[config.mk]
export PLATFORM = sky130hd
export DESIGN_NAME = idma_desc64_addr_queue
export DESIGN_NICKNAME = d
export VERILOG_FILES = /design/src/rtl/idma_desc64_addr_queue_pkg.sv /design/src/rtl/idma_desc64_addr_fifo.sv /design/src/rtl/idma_desc64_addr_queue.sv
export SDC_FILE = /design/constraint.sdc
export NUM_CORES = 1
export LEC_CHECK = 0
export CORE_ASPECT_RATIO = 1.75
export CORE_MARGIN = 4
export CORE_UTILIZATION = 45
export DETAILED_ROUTE_END_ITERATION = 6
export GPL_ROUTABILITY_DRIVEN = 1
export GPL_TIMING_DRIVEN = 1
export HOLD_SLACK_MARGIN = 0.06
export PLACE_DENSITY_LB_ADDON = 0.15
export SLEW_MARGIN = 40
export SYNTH_ARGS = -nofsm -noshare
export SYNTH_HDL_FRONTEND = slang
export SYNTH_SLANG_ARGS = --single-unit
export TNS_END_PERCENT = 10
[constraint.sdc]
create_clock -name clk_i -period 3 [get_ports clk_i]
set_input_delay 0.45 -clock clk_i [delete_from_list [all_inputs] [get_ports clk_i]]
set_output_delay 0.45 -clock clk_i [all_outputs]
set_load 0.01 [all_outputs]
[src/rtl/idma_desc64_addr_queue_pkg.sv]
// Shared types and defaults for the desc64 descriptor address queue.
package idma_desc64_addr_queue_pkg;

  localparam int unsigned AddrWidthDefault = 64;
  localparam int unsigned AlignLog2Default = 5;

  typedef logic [AddrWidthDefault-1:0] addr_t;

endpackage

[src/rtl/idma_desc64_addr_fifo.sv]
// Descriptor address storage: circular buffer with wrap-bit pointers and a flush port.
module idma_desc64_addr_fifo #(
  parameter int unsigned Width = 64,
  parameter int unsigned Depth = 4,
  localparam int unsigned IdxW = $clog2(Depth),
  localparam int unsigned PtrW = IdxW + 1
) (
  input  logic             clk_i,
  input  logic             rst_ni,
  input  logic             push_i,
  input  logic [Width-1:0] data_i,
  input  logic             pop_i,
  input  logic             flush_i,
  output logic [Width-1:0] data_o,
  output logic             empty_o,
  output logic             full_o,
  output logic [PtrW-1:0]  usage_o
);

  logic [Width-1:0] mem_q [Depth];
  logic [PtrW-1:0]  wptr_q, wptr_d;
  logic [PtrW-1:0]  rptr_q, rptr_d;
  logic             do_push, do_pop;

  // Equal index with differing wrap bits means the writer has lapped the reader.
  assign full_o  = (wptr_q[PtrW-1] != rptr_q[PtrW-1]) &&
                   (wptr_q[IdxW-1:0] == rptr_q[IdxW-1:0]);
  assign empty_o = (wptr_q == rptr_q);
  assign usage_o = wptr_q - rptr_q;
  assign data_o  = mem_q[rptr_q[IdxW-1:0]];

  assign do_push = push_i && !full_o && !flush_i;
  assign do_pop  = pop_i && !empty_o && !flush_i;

  always_comb begin
    wptr_d = wptr_q;
    rptr_d = rptr_q;
    if (flush_i) begin
      wptr_d = '0;
      rptr_d = '0;
    end else begin
      if (do_push) wptr_d = wptr_q + 1'b1;
      if (do_pop)  rptr_d = rptr_q + 1'b1;
    end
  end

  always_ff @(posedge clk_i) begin
    if (!rst_ni) begin
      wptr_q <= '0;
      rptr_q <= '0;
    end else begin
      wptr_q <= wptr_d;
      rptr_q <= rptr_d;
    end
  end

  always_ff @(posedge clk_i) begin
    if (rst_ni && do_push) begin
      mem_q[wptr_q[IdxW-1:0]] <= data_i;
    end
  end

endmodule

[src/rtl/idma_desc64_addr_queue.sv]
// Descriptor address queue: alignment filter, FIFO, inflight throttle and sticky error flags.
module idma_desc64_addr_queue
  import idma_desc64_addr_queue_pkg::*;
#(
  parameter int unsigned AddrWidth   = $bits(addr_t),
  parameter int unsigned Depth       = 4,
  parameter int unsigned AlignLog2   = AlignLog2Default,
  parameter int unsigned MaxInflight = 4,
  localparam int unsigned UsageW     = $clog2(Depth + 1),
  localparam int unsigned InflW      = $clog2(MaxInflight + 1)
) (
  input  logic                 clk_i,
  input  logic                 rst_ni,
  input  logic [AddrWidth-1:0] in_addr_i,
  input  logic                 in_valid_i,
  output logic                 in_ready_o,
  output logic [AddrWidth-1:0] out_addr_o,
  output logic                 out_valid_o,
  input  logic                 out_ready_i,
  input  logic                 desc_done_i,
  input  logic                 flush_i,
  input  logic                 err_clear_i,
  output logic [UsageW-1:0]    usage_o,
  output logic [InflW-1:0]     inflight_o,
  output logic                 err_misalign_o,
  output logic                 err_underflow_o
);

  localparam logic [InflW-1:0] MaxInfl = InflW'(MaxInflight);

  logic             fifo_empty, fifo_full;
  logic             push_hs, pop_hs, misaligned, underflow;
  logic [InflW-1:0] inflight_q, inflight_d;
  logic             err_misalign_q, err_misalign_d;
  logic             err_underflow_q, err_underflow_d;

  assign in_ready_o  = rst_ni && !fifo_full && !flush_i;
  assign out_valid_o = rst_ni && !fifo_empty && !flush_i && (inflight_q < MaxInfl);

  assign push_hs    = in_valid_i && in_ready_o;
  assign pop_hs     = out_valid_o && out_ready_i;
  assign misaligned = |in_addr_i[AlignLog2-1:0];
  assign underflow  = desc_done_i && (inflight_q == '0);

  idma_desc64_addr_fifo #(
    .Width (AddrWidth),
    .Depth (Depth)
  ) u_fifo (
    .clk_i   (clk_i),
    .rst_ni  (rst_ni),
    .push_i  (push_hs && !misaligned),
    .data_i  (in_addr_i),
    .pop_i   (pop_hs),
    .flush_i (flush_i),
    .data_o  (out_addr_o),
    .empty_o (fifo_empty),
    .full_o  (fifo_full),
    .usage_o (usage_o)
  );

  always_comb begin
    inflight_d      = inflight_q;
    err_misalign_d  = err_misalign_q;
    err_underflow_d = err_underflow_q;
    if (pop_hs && !desc_done_i) begin
      inflight_d = inflight_q + 1'b1;
    end else if (desc_done_i && !pop_hs && !underflow) begin
      inflight_d = inflight_q - 1'b1;
    end
    // Clear first so a same-cycle set event takes priority.
    if (err_clear_i) begin
      err_misalign_d  = 1'b0;
      err_underflow_d = 1'b0;
    end
    if (push_hs && misaligned) err_misalign_d = 1'b1;
    if (underflow)             err_underflow_d = 1'b1;
  end

  always_ff @(posedge clk_i) begin
    if (!rst_ni) begin
      inflight_q      <= '0;
      err_misalign_q  <= 1'b0;
      err_underflow_q <= 1'b0;
    end else begin
      inflight_q      <= inflight_d;
      err_misalign_q  <= err_misalign_d;
      err_underflow_q <= err_underflow_d;
    end
  end

  assign inflight_o      = inflight_q;
  assign err_misalign_o  = err_misalign_q;
  assign err_underflow_o = err_underflow_q;

endmodule

# == Yosys cells after proc, flatten, opt, wreduce, memory -nomap -nowiden ==
# Memories as Yosys holds them, arrays and structs flattened. A register that Yosys moved wholly into a read port is not among the register bits.
# Index checks and enable logic that the tools add are counted.
# word_totals
register_bits,11
mem_bits_rw,256
in_bits,71
out_inout_bits,74
word_cells,57
mem_count,1
# classes
addsub,5
magnitude_cmp,1
n_eq_ne,3
mux,9
bitwise_logic,1
n_reduce_logical,32
# mem_list
name,words,word_bits,rd,rd_clocked_by_memory_dff,wr,line,source
u_fifo.mem_q,4,64,1,1,1,idma_desc64_addr_fifo.sv:20,logic [Width-1:0] mem_q [Depth];
# ops
operator,count
$logic_and 1x1->1,19
$add 3x1->3 const B,3
$logic_not 1->1,7
$mux 3,2
$reduce_bool 2->1,3
$mux 1,5
$reduce_or 5->1,1
$mux 2,2
$eq 3x3->1,1
$logic_not 3->1,1
$lt 3x3->1 const B,1
$sub 3x1->3 const B,1
$sub 3x3->3,1
$eq 2x2->1,1
$reduce_or 2->1,1
$ne 1x1->1,1
$not 1->1,1

# == Longest topological paths before layout ==
# Gate-level depths: netlist of the first run.
# depth
depth_word,12
depth_mapped,10
ltp_nobuf,10

# == Cells and area by module ==
# Synthesis of the first run repeated with hierarchy kept, for this count alone.
# hier_totals
cells_unflattened,433
hier_area_um2,10121.0
# modules_own_cells
module,n_inst,cells_per_inst,area_per_inst_um2,seq_area_each_um2
idma_desc64_addr_fifo,1,392,9795.6,7847.5
idma_desc64_addr_queue,1,41,325.3,100.1

# == Worst setup path before layout of the first run ==
# OpenSTA, ideal clock, no wires.
# synth_timing
kind,register to register
from,register u_fifo.wptr_q[0]
to,"memory u_fifo.mem_q[3][0], enable pin"
setup_time_ps,431
arrival_ps,2758
t_required_ps,2569
slack_ps,-189
path_stages_with_launch,6
n_path_buf,0
period_less_slack_ps,3189
cell_sequence,dfxtp_1 -> inv_1 -> ha_1 -> and2_1 -> a21boi_2 -> and3_1
# synth_between
elab_chain_cells,12
# synth_rtl
item,line,source
start: declaration,idma_desc64_addr_fifo.sv:21,"logic [PtrW-1:0] wptr_q, wptr_d;"
start signal: assignment,idma_desc64_addr_fifo.sv:52,wptr_q <= wptr_d;
$eq 2x2->1,idma_desc64_addr_fifo.sv:27,(wptr_q[IdxW-1:0] == rptr_q[IdxW-1:0]);
$logic_and 1x1->1,idma_desc64_addr_fifo.sv:26,assign full_o = (wptr_q[PtrW-1] != rptr_q[PtrW-1]) &&
$logic_not 1->1,"idma_desc64_addr_fifo.sv:32, idma_desc64_addr_queue.sv:37",
$logic_and 1x1->1 (2 in series),idma_desc64_addr_queue.sv:37,assign in_ready_o = rst_ni && !fifo_full && !flush_i;
$logic_and 1x1->1,idma_desc64_addr_queue.sv:40,assign push_hs = in_valid_i && in_ready_o;
$logic_and 1x1->1,idma_desc64_addr_queue.sv:51,".push_i (push_hs && !misaligned),"
$logic_and 1x1->1 (2 in series),idma_desc64_addr_fifo.sv:32,assign do_push = push_i && !full_o && !flush_i;
$logic_and 1x1->1,idma_desc64_addr_fifo.sv:58,if (rst_ni && do_push) begin
$mux 1,idma_desc64_addr_fifo.sv:58,
$mux 1 (not written as such),idma_desc64_addr_fifo.sv:59,mem_q[wptr_q[IdxW-1:0]] <= data_i;
end: declaration,idma_desc64_addr_fifo.sv:20,
# Parallel ways exist; a longest one is shown, timed or not.

# == Worst setup path after layout of the first run ==
# layout_timing
from,register u_fifo.wptr_q[0]
to,output usage_o[2]
# layout_between
elab_chain_cells,1
# layout_rtl
item,line,source
$sub 3x3->3,idma_desc64_addr_fifo.sv:29,assign usage_o = wptr_q - rptr_q;
end: declaration,idma_desc64_addr_queue.sv:23,"output logic [UsageW-1:0] usage_o,"
# No other way between the ends.

==> summary.md, run 1 <==
| Metric | Value |
|---|---|
| Chip height | 206 um |
| Total number of vias | 4,750 |
| Worst slack, placed | 222 ps |
| Ratio of cells with drive above 1 in the final layout | 19.8% |
| Hold Path Class | flip-flop to flip-flop |
| Synth warn | 0 |
| Final Routed Wirelength | 19,100 um |
| Outcome | complete, no violations |
| Fin. max-slew vios | 0 |
| Most common cell after layout, fill and taps aside | edfxtp_1 |
| Chip width | 121 um |
| Placed Cells | 871 |
| Reg clk slew, reported paths | 70 ps |
| Most frequent cells in the layout | 256 x edfxtp_1, 144 x clkdlybuf4s50_1, 64 x mux4_2 |
| Initial antenna violation count | 0 |
| CTS root buf | clkbuf_16 |
| Clock latency on the worst-skew pair | 510 ps |
| Post-route ant nets | 0 |
| Max clock buf depth | 3 |
| CP Capture Point | usage_o[2] |
| Syn Std Cell Area | 0.0100 mm2 |
| Die ar. | 0.0249 mm2 |
| Post-Syn Instances | 430 |
| Yosys cell types | 37 |
| Worst EP required | 2550 ps |
| Drt via density | 5.19 |
| WL/cell | 20.8 um |
| Core ar. | 0.0221 mm2 |
| Arrival @ worst endpoint | 2440 ps |
| Layout area overhead | 27.9% |
| Crit start category | flip-flop |
| R2R cell count | 10 |
| Worst reg2reg endpoint | inflight_o[2]$_SDFFE_PN0P_ |
| Number of port buffers | 144 |
| CTS resizes | 0 |
| H-tree Lvls | 1 |
| # clock sinks | 269 |
| Num rows | 72 |
| Leak | 4.04 nW |
| R2R setup slack | 420 ps |
| Syn Nets | 510 |
| Pwr/cell area | 572 mW/mm2 |
| Worst slew pin tran | 511 ps |
| First-pass GRT wire length | 29,900 um |
| Num CTS Buffers | 24 |
| Setup TNS | 0 ps |
| Initial Utilization | 45.5% |
| Unrepaired setup endpoints after global routing | no |
| Fmax | 346 MHz |
| Fill count | 1,672 |
| Hold-fix buffers, CTS | 0 |
| Setup crit end kind | primary output |
| Max VDD drop | 517 uV |
| Final hold vios | 0 |
| Setup CP Type | flip-flop to primary output |
| Routability cong. | 0.779 |
| CTS tree | built |
| DPL Wire Length | 12,300 um |
| Period utilization | 96.3% |
| Setup violators final | 0 |
| Iter 0 DRT Violations | 248 |
| GRT overflow | 0 |
| Slew HR | 65.7% |
| Final nets | 683 |
| Syn_area_per_cell | 23.4 um2 |
| Critical Path Source | u_fifo.wptr_q[0]$_SDFFE_PP0P_ |
| Top-Level Pins | 145 |
| Launch point of the worst reg-to-reg path | u_fifo.wptr_q[0]$_SDFFE_PP0P_ |
| Max_cap viols | 0 |
| Layout Skew | 12.6 ps |
| Fin util | 58.2% |
| Final Non-Filler Cells | 916 |
| Residual DRC count | 0 |
| Worst Path Max Fanout | 4 |
| Total setup buffers inserted after CTS | 0 |
| # diodes | 0 |
| Largest net degree at the start of global routing | 39 |
| GRT Util Overall | 15.9% |
| Share of the yosys chip area belonging to registers | 79.1% |
| Total power | 0.00735 W |
| Period minus WS final | 2890 ps |
| Vias in the first global route | 5,271 |
| Synthesized flop and latch total | 269 |
| Fin worst setup slack | 111 ps |
| Number of iterations in the first detailed-routing pass | 6 |
[logic make-up after synthesis]
| logic type | Yosys count | synth area share, % |
|---|---|---|
| AO/OA/AOI/OAI | 20 | 1.38 |
| buffers and inverters | 26 | 1.22 |
| multiplexers | 67 | 14.6 |
| adder cells (fa/ha/maj) | 9 | 1.27 |
| AND/OR/NAND/NOR | 34 | 1.92 |
| XOR/XNOR | 5 | 0.436 |
| flip-flops | 269 | 79.1 |
[worst max-delay path: stages (launching register included)]
cell and delay, ps:
dfxtp_1 370, inv_1 110, ha_1 210, fa_1 440, xnor2_1 210, clkdlybuf4s50_1 580
[through the flow]
step,hold slack [ps],instance area (um2)
CTS,521,12800
floorplan,478,10000
global placement,493,12100
finish,520,12800
global route,546,12800
detailed placement,515,12100
[cell type report]
cell class	count	area, um2	share of cell area, %
flip-flops and latches	269	7960	61.9
clock inverters	11	83.8	0.653
repair buffers	164	1750	13.7
multi-input cells	135	1990	15.5
clock buffers	32	652	5.08
inverters	9	33.8	0.263
well taps	296	370	2.88
[layer usage]
metal	GRT usage, %	vias up	share of wire, %	wire (um)
met1	18.7	2446	37	7110
met3	3.38	24	5.7	1090
met5	0	-	0	0
met4	5.11	0	1.9	354
met2	28.7	138	55	10500
li1	-	2142	-	-
[how the worst min path moves through the flow]
stage                                        from                             to  cells after the start
floorplan           u_fifo.wptr_q[2]$_SDFFE_PP0P_  u_fifo.wptr_q[2]$_SDFFE_PP0P_                      1
global placement    u_fifo.wptr_q[2]$_SDFFE_PP0P_  u_fifo.wptr_q[2]$_SDFFE_PP0P_                      1
detailed placement  u_fifo.wptr_q[2]$_SDFFE_PP0P_  u_fifo.wptr_q[2]$_SDFFE_PP0P_                      2
CTS                 u_fifo.wptr_q[2]$_SDFFE_PP0P_  u_fifo.wptr_q[2]$_SDFFE_PP0P_                      2
global route        u_fifo.wptr_q[2]$_SDFFE_PP0P_  u_fifo.wptr_q[2]$_SDFFE_PP0P_                      2
finish              u_fifo.wptr_q[2]$_SDFFE_PP0P_  u_fifo.wptr_q[2]$_SDFFE_PP0P_                      1
[state kept, by name, indices dropped and copies added, names as in the netlist, named ones only]
signal / cells
inflight_o: 3
err_misalign_o: 1
u_fifo.rptr_q: 3
u_fifo.wptr_q: 3
err_underflow_o: 1
u_fifo.mem_q: 256
[synthesized netlist by cell type, drive strengths merged]
| cell | n | area, um2 |
|---|---|---|
| edfxtp | 256 | 7690 |
| mux4 | 64 | 1440 |
| dfxtp | 13 | 260 |
| buf | 9 | 57.6 |
| inv | 9 | 33.8 |
| clkbuf | 8 | 31.3 |
| ha | 7 | 87.6 |
| nand2 | 5 | 18.8 |
| nor2 | 5 | 18.8 |
| nor2b | 5 | 31.3 |
| a21oi | 4 | 20.0 |
| and3 | 4 | 25.0 |
| o21ai | 4 | 20.0 |
| mux2i | 3 | 30.0 |
| nand2b | 3 | 18.8 |
| nand3 | 3 | 15.0 |
| xor2 | 3 | 26.3 |
| a211oi | 2 | 15.0 |
| a21boi | 2 | 18.8 |
| and2 | 2 | 12.5 |
| fa | 2 | 40.0 |
| nor3 | 2 | 10.0 |
| o211a | 2 | 20.0 |
| o211ai | 2 | 15.0 |
| xnor2 | 2 | 17.5 |
| a211o | 1 | 8.76 |
| a21o | 1 | 7.51 |
| and2b | 1 | 7.51 |
| and3b | 1 | 8.76 |
| nand4bb | 1 | 11.3 |
| nor4 | 1 | 6.26 |
| o22ai | 1 | 6.26 |
| o31ai | 1 | 7.51 |
| or3b | 1 | 8.76 |
[power by group]
| group | internal [W] | leakage (nW) | switching [W] |
|---|---|---|---|
| registers | 0.00413 | 2.41 | 0.0000288 |
| logic | 0.000183 | 1.28 | 0.000138 |
| clock network | 0.00162 | 0.353 | 0.00125 |
Note: power is estimated with default switching activity, not from simulation.
==> inputs of run 2 (changes only) <==
Settings changed: ABC_CLOCK_PERIOD_IN_PS set to 3000.
==> results of run 2 <==
The final DEF is identical to that of run 1; final timing and power are the same.
==> inputs of run 3 (changes only) <==
Settings changed: ABC_CLOCK_PERIOD_IN_PS 3000 to 3200.
Clock period 3 ns to 3.2 ns, I/O delays scaled along.
==> run 3 against run 2 <==
Effect of this change:
- die area did not move
- sequential share of layout area is 0.27 points higher
- total power shrank 5.4%
- largest cell class unchanged
- final cell count shrank 1.1%
- largest power group unchanged
==> summary.md, run 3 (same netlist as run 1, synthesis figures left out) <==
| Metric | Value |
|---|---|
| Most common cell after layout, fill and taps aside | edfxtp_1 |
| Final Non-Filler Cells | 906 (-1.1%) |
| Chip height | 206 um (unchanged) |
| H-tree Lvls | 1 (unchanged) |
| Setup CP Type | flip-flop to primary output |
| Final hold vios | 0 (unchanged) |
| Final Routed Wirelength | 19,600 um (+2.7%) |
| Layout area overhead | 27.3% |
| Pwr/cell area | 544 mW/mm2 (-5.0%) |
| Hold Path Class | flip-flop to flip-flop |
| Arrival @ worst endpoint | 2380 ps (-60 ps) |
| WL/cell | 21.6 um (+3.8%) |
| Setup TNS | 0 ps (unchanged) |
| Num CTS Buffers | 22 (-8.3%) |
| Worst hold path depth | 2 (+1) |
| # clock sinks | 269 (unchanged) |
| Die ar. | 0.0249 mm2 (unchanged) |
| Worst slew pin tran | 486 ps (-25.0 ps) |
| Crit start category | flip-flop |
| Total number of vias | 4,745 (-0.11%) |
| Setup crit end kind | primary output |
| Worst EP required | 2720 ps (+170 ps) |
| Reg clk slew, reported paths | 70 ps (about the same) |
| Iter 0 DRT Violations | 360 (+45%) |
| Placed Area | 0.0120 mm2 (-0.58%) |
| Unrepaired setup endpoints after global routing | no |
| CTS tree | built |
| Comb pwr share | 4.3% (about the same) |
| Number of port buffers | 144 (unchanged) |
| Most frequent cells in the layout | 256 x edfxtp_1, 144 x clkdlybuf4s50_1, 64 x mux4_2 |
| Clk network pwr share | 39.7% (+0.6 points) |
| Period minus WS final | 2860 ps |
| Core ar. | 0.0221 mm2 (unchanged) |
| R2R setup slack | 690 ps (+270 ps) |
| Max VDD drop | 344 uV (-33%) |
| Worst reg2reg endpoint | inflight_o[1]$_SDFFE_PN0P_ |
| Clock latency on the worst-skew pair | 500 ps (about the same) |
| Top-Level Pins | 145 (unchanged) |
| Fmax | 349 MHz |
| Hold wc startpoint | u_fifo.wptr_q[0]$_SDFFE_PP0P_ |
| Launch point of the worst reg-to-reg path | u_fifo.wptr_q[0]$_SDFFE_PP0P_ |
| R2R cell count | 8 (-2) |
| Largest net degree at the start of global routing | 65 (+67%) |
| Drt via density | 5.24 (+1.0%) |
| DPL Wire Length | 12,400 um (+0.83%) |
| Max reg flops | 256 (unchanged) |
| Chip width | 121 um (unchanged) |
| Post-route cell area | 0.0128 mm2 (-0.44%) |
| Post-route ant nets | 0 (unchanged) |
| CTS resizes | 0 (unchanged) |
| GRT Util Overall | 16.0% (+0.14 points) |
| Fill count | 1,669 (-0.18%) |
| Setup violators final | 0 (unchanged) |
| GRT overflow | 0 (unchanged) |
| Sw Ratio | 18.8% (-0.53 points) |
| Worst slack, placed | 395 ps (+174 ps) |
| Initial antenna violation count | 0 (unchanged) |
| Outcome | complete, no violations |
| Placed Cells | 865 (-0.69%) |
| Number of iterations in the first detailed-routing pass | 4 (-2) |
| Final nets | 674 (-1.3%) |
| Worst Path Max Fanout | 13 (+9) |
| Max clock buf depth | 3 (unchanged) |
| # diodes | 0 (unchanged) |
| Num rows | 72 (unchanged) |
| Reg power frac | 56.0% (-0.5 points) |
| Max_cap viols | 0 (unchanged) |
| Leak | 4.01 nW (-0.79%) |
| P_sw | 0.00131 W (-8.0%) |
| Slew HR | 67.4% (+1.7 points) |
| Layout Skew | 10.9 ps (-1.69 ps) |
| CTS root buf | clkbuf_16 |
| Residual DRC count | 0 (unchanged) |
| Cell-internal power | 0.00564 W (-4.8%) |
| Fin. max-slew vios | 0 (unchanged) |
| First-pass GRT wire length | 30,400 um (+1.6%) |
| Routability cong. | 0.775 (-0.55%) |
| Period utilization | 89.5% |
| Ratio of cells with drive above 1 in the final layout | 19.2% (-0.66 points) |
| Initial Utilization | 45.5% (unchanged) |
| Fin worst setup slack | 337 ps (+226 ps) |
| Vias in the first global route | 5,340 (+1.3%) |
| Worst min-delay path endpoint | u_fifo.wptr_q[0]$_SDFFE_PP0P_ |
## run 3: repair_timing
| action | CTS | global route |
|---|---|---|
| endpoints found under the setup margin | 0 | 1 |
| hold buffers | 0 | 0 |
| setup buffers | 0 | 1 |
## run 3: critical path: stages (launching register included)
cell and delay [ps]:
dfxtp_4 550, buf_4 280, mux4_2 550, clkdlybuf4s50_1 500
## run 3: layer usage
metal	vias to the layer above	global-route usage [%]	part of all wire, %
li1	2118	-	-
met1	2484	18.7	37
met2	118	30.0	57
met3	25	2.75	4.5
met4	0	4.38	1.8
met5	-	0	0
## run 3: stage by stage
step	utilization [%]	hold slack (ps)	power [W]
after global placement	54.4	494	0.00425
after detailed placement	54.4	517	0.00427
after global routing	57.9	554	0.00722
final	57.9	518	0.00695
after floorplan	-	478	0.00408
after CTS	57.8	523	0.00703
## run 3: final cells by class
type,instances,area (um2),share of cell area [%]
Multi-Input combinational cell,135,1990,15.6
Tap cell,296,370,2.90
Inverter,9,33.8,0.264
Timing Repair Buffer,157,1680,13.2
Clock buffer,29,618,4.83
Sequential cell,269,7960,62.2
Clock inverter,11,131,1.03
## run 3: power by group through the flow
| stage | clock network, W | logic, W | registers (W) |
|---|---|---|---|
| 5_1_grt | 0.00300 | 0.000325 | 0.00390 |
| 6_report | 0.00276 | 0.000299 | 0.00389 |
| 2_1_floorplan | 0 | 0.000101 | 0.00398 |
| 3_3_place_gp | 0 | 0.000284 | 0.00397 |
| 3_5_place_dp | 0 | 0.000299 | 0.00397 |
| 4_1_cts | 0.00283 | 0.000301 | 0.00389 |
## run 3: worst max-delay path by stage
stage,end,cells after the start
finish,out_addr_o[45],3
global route,out_addr_o[44],3
CTS,out_addr_o[45],3
detailed placement,inflight_o[1]$_SDFFE_PN0P_,7
global placement,u_fifo.mem_q[0][6]$_DFFE_PP_,5
floorplan,u_fifo.mem_q[3][0]$_DFFE_PP_,5
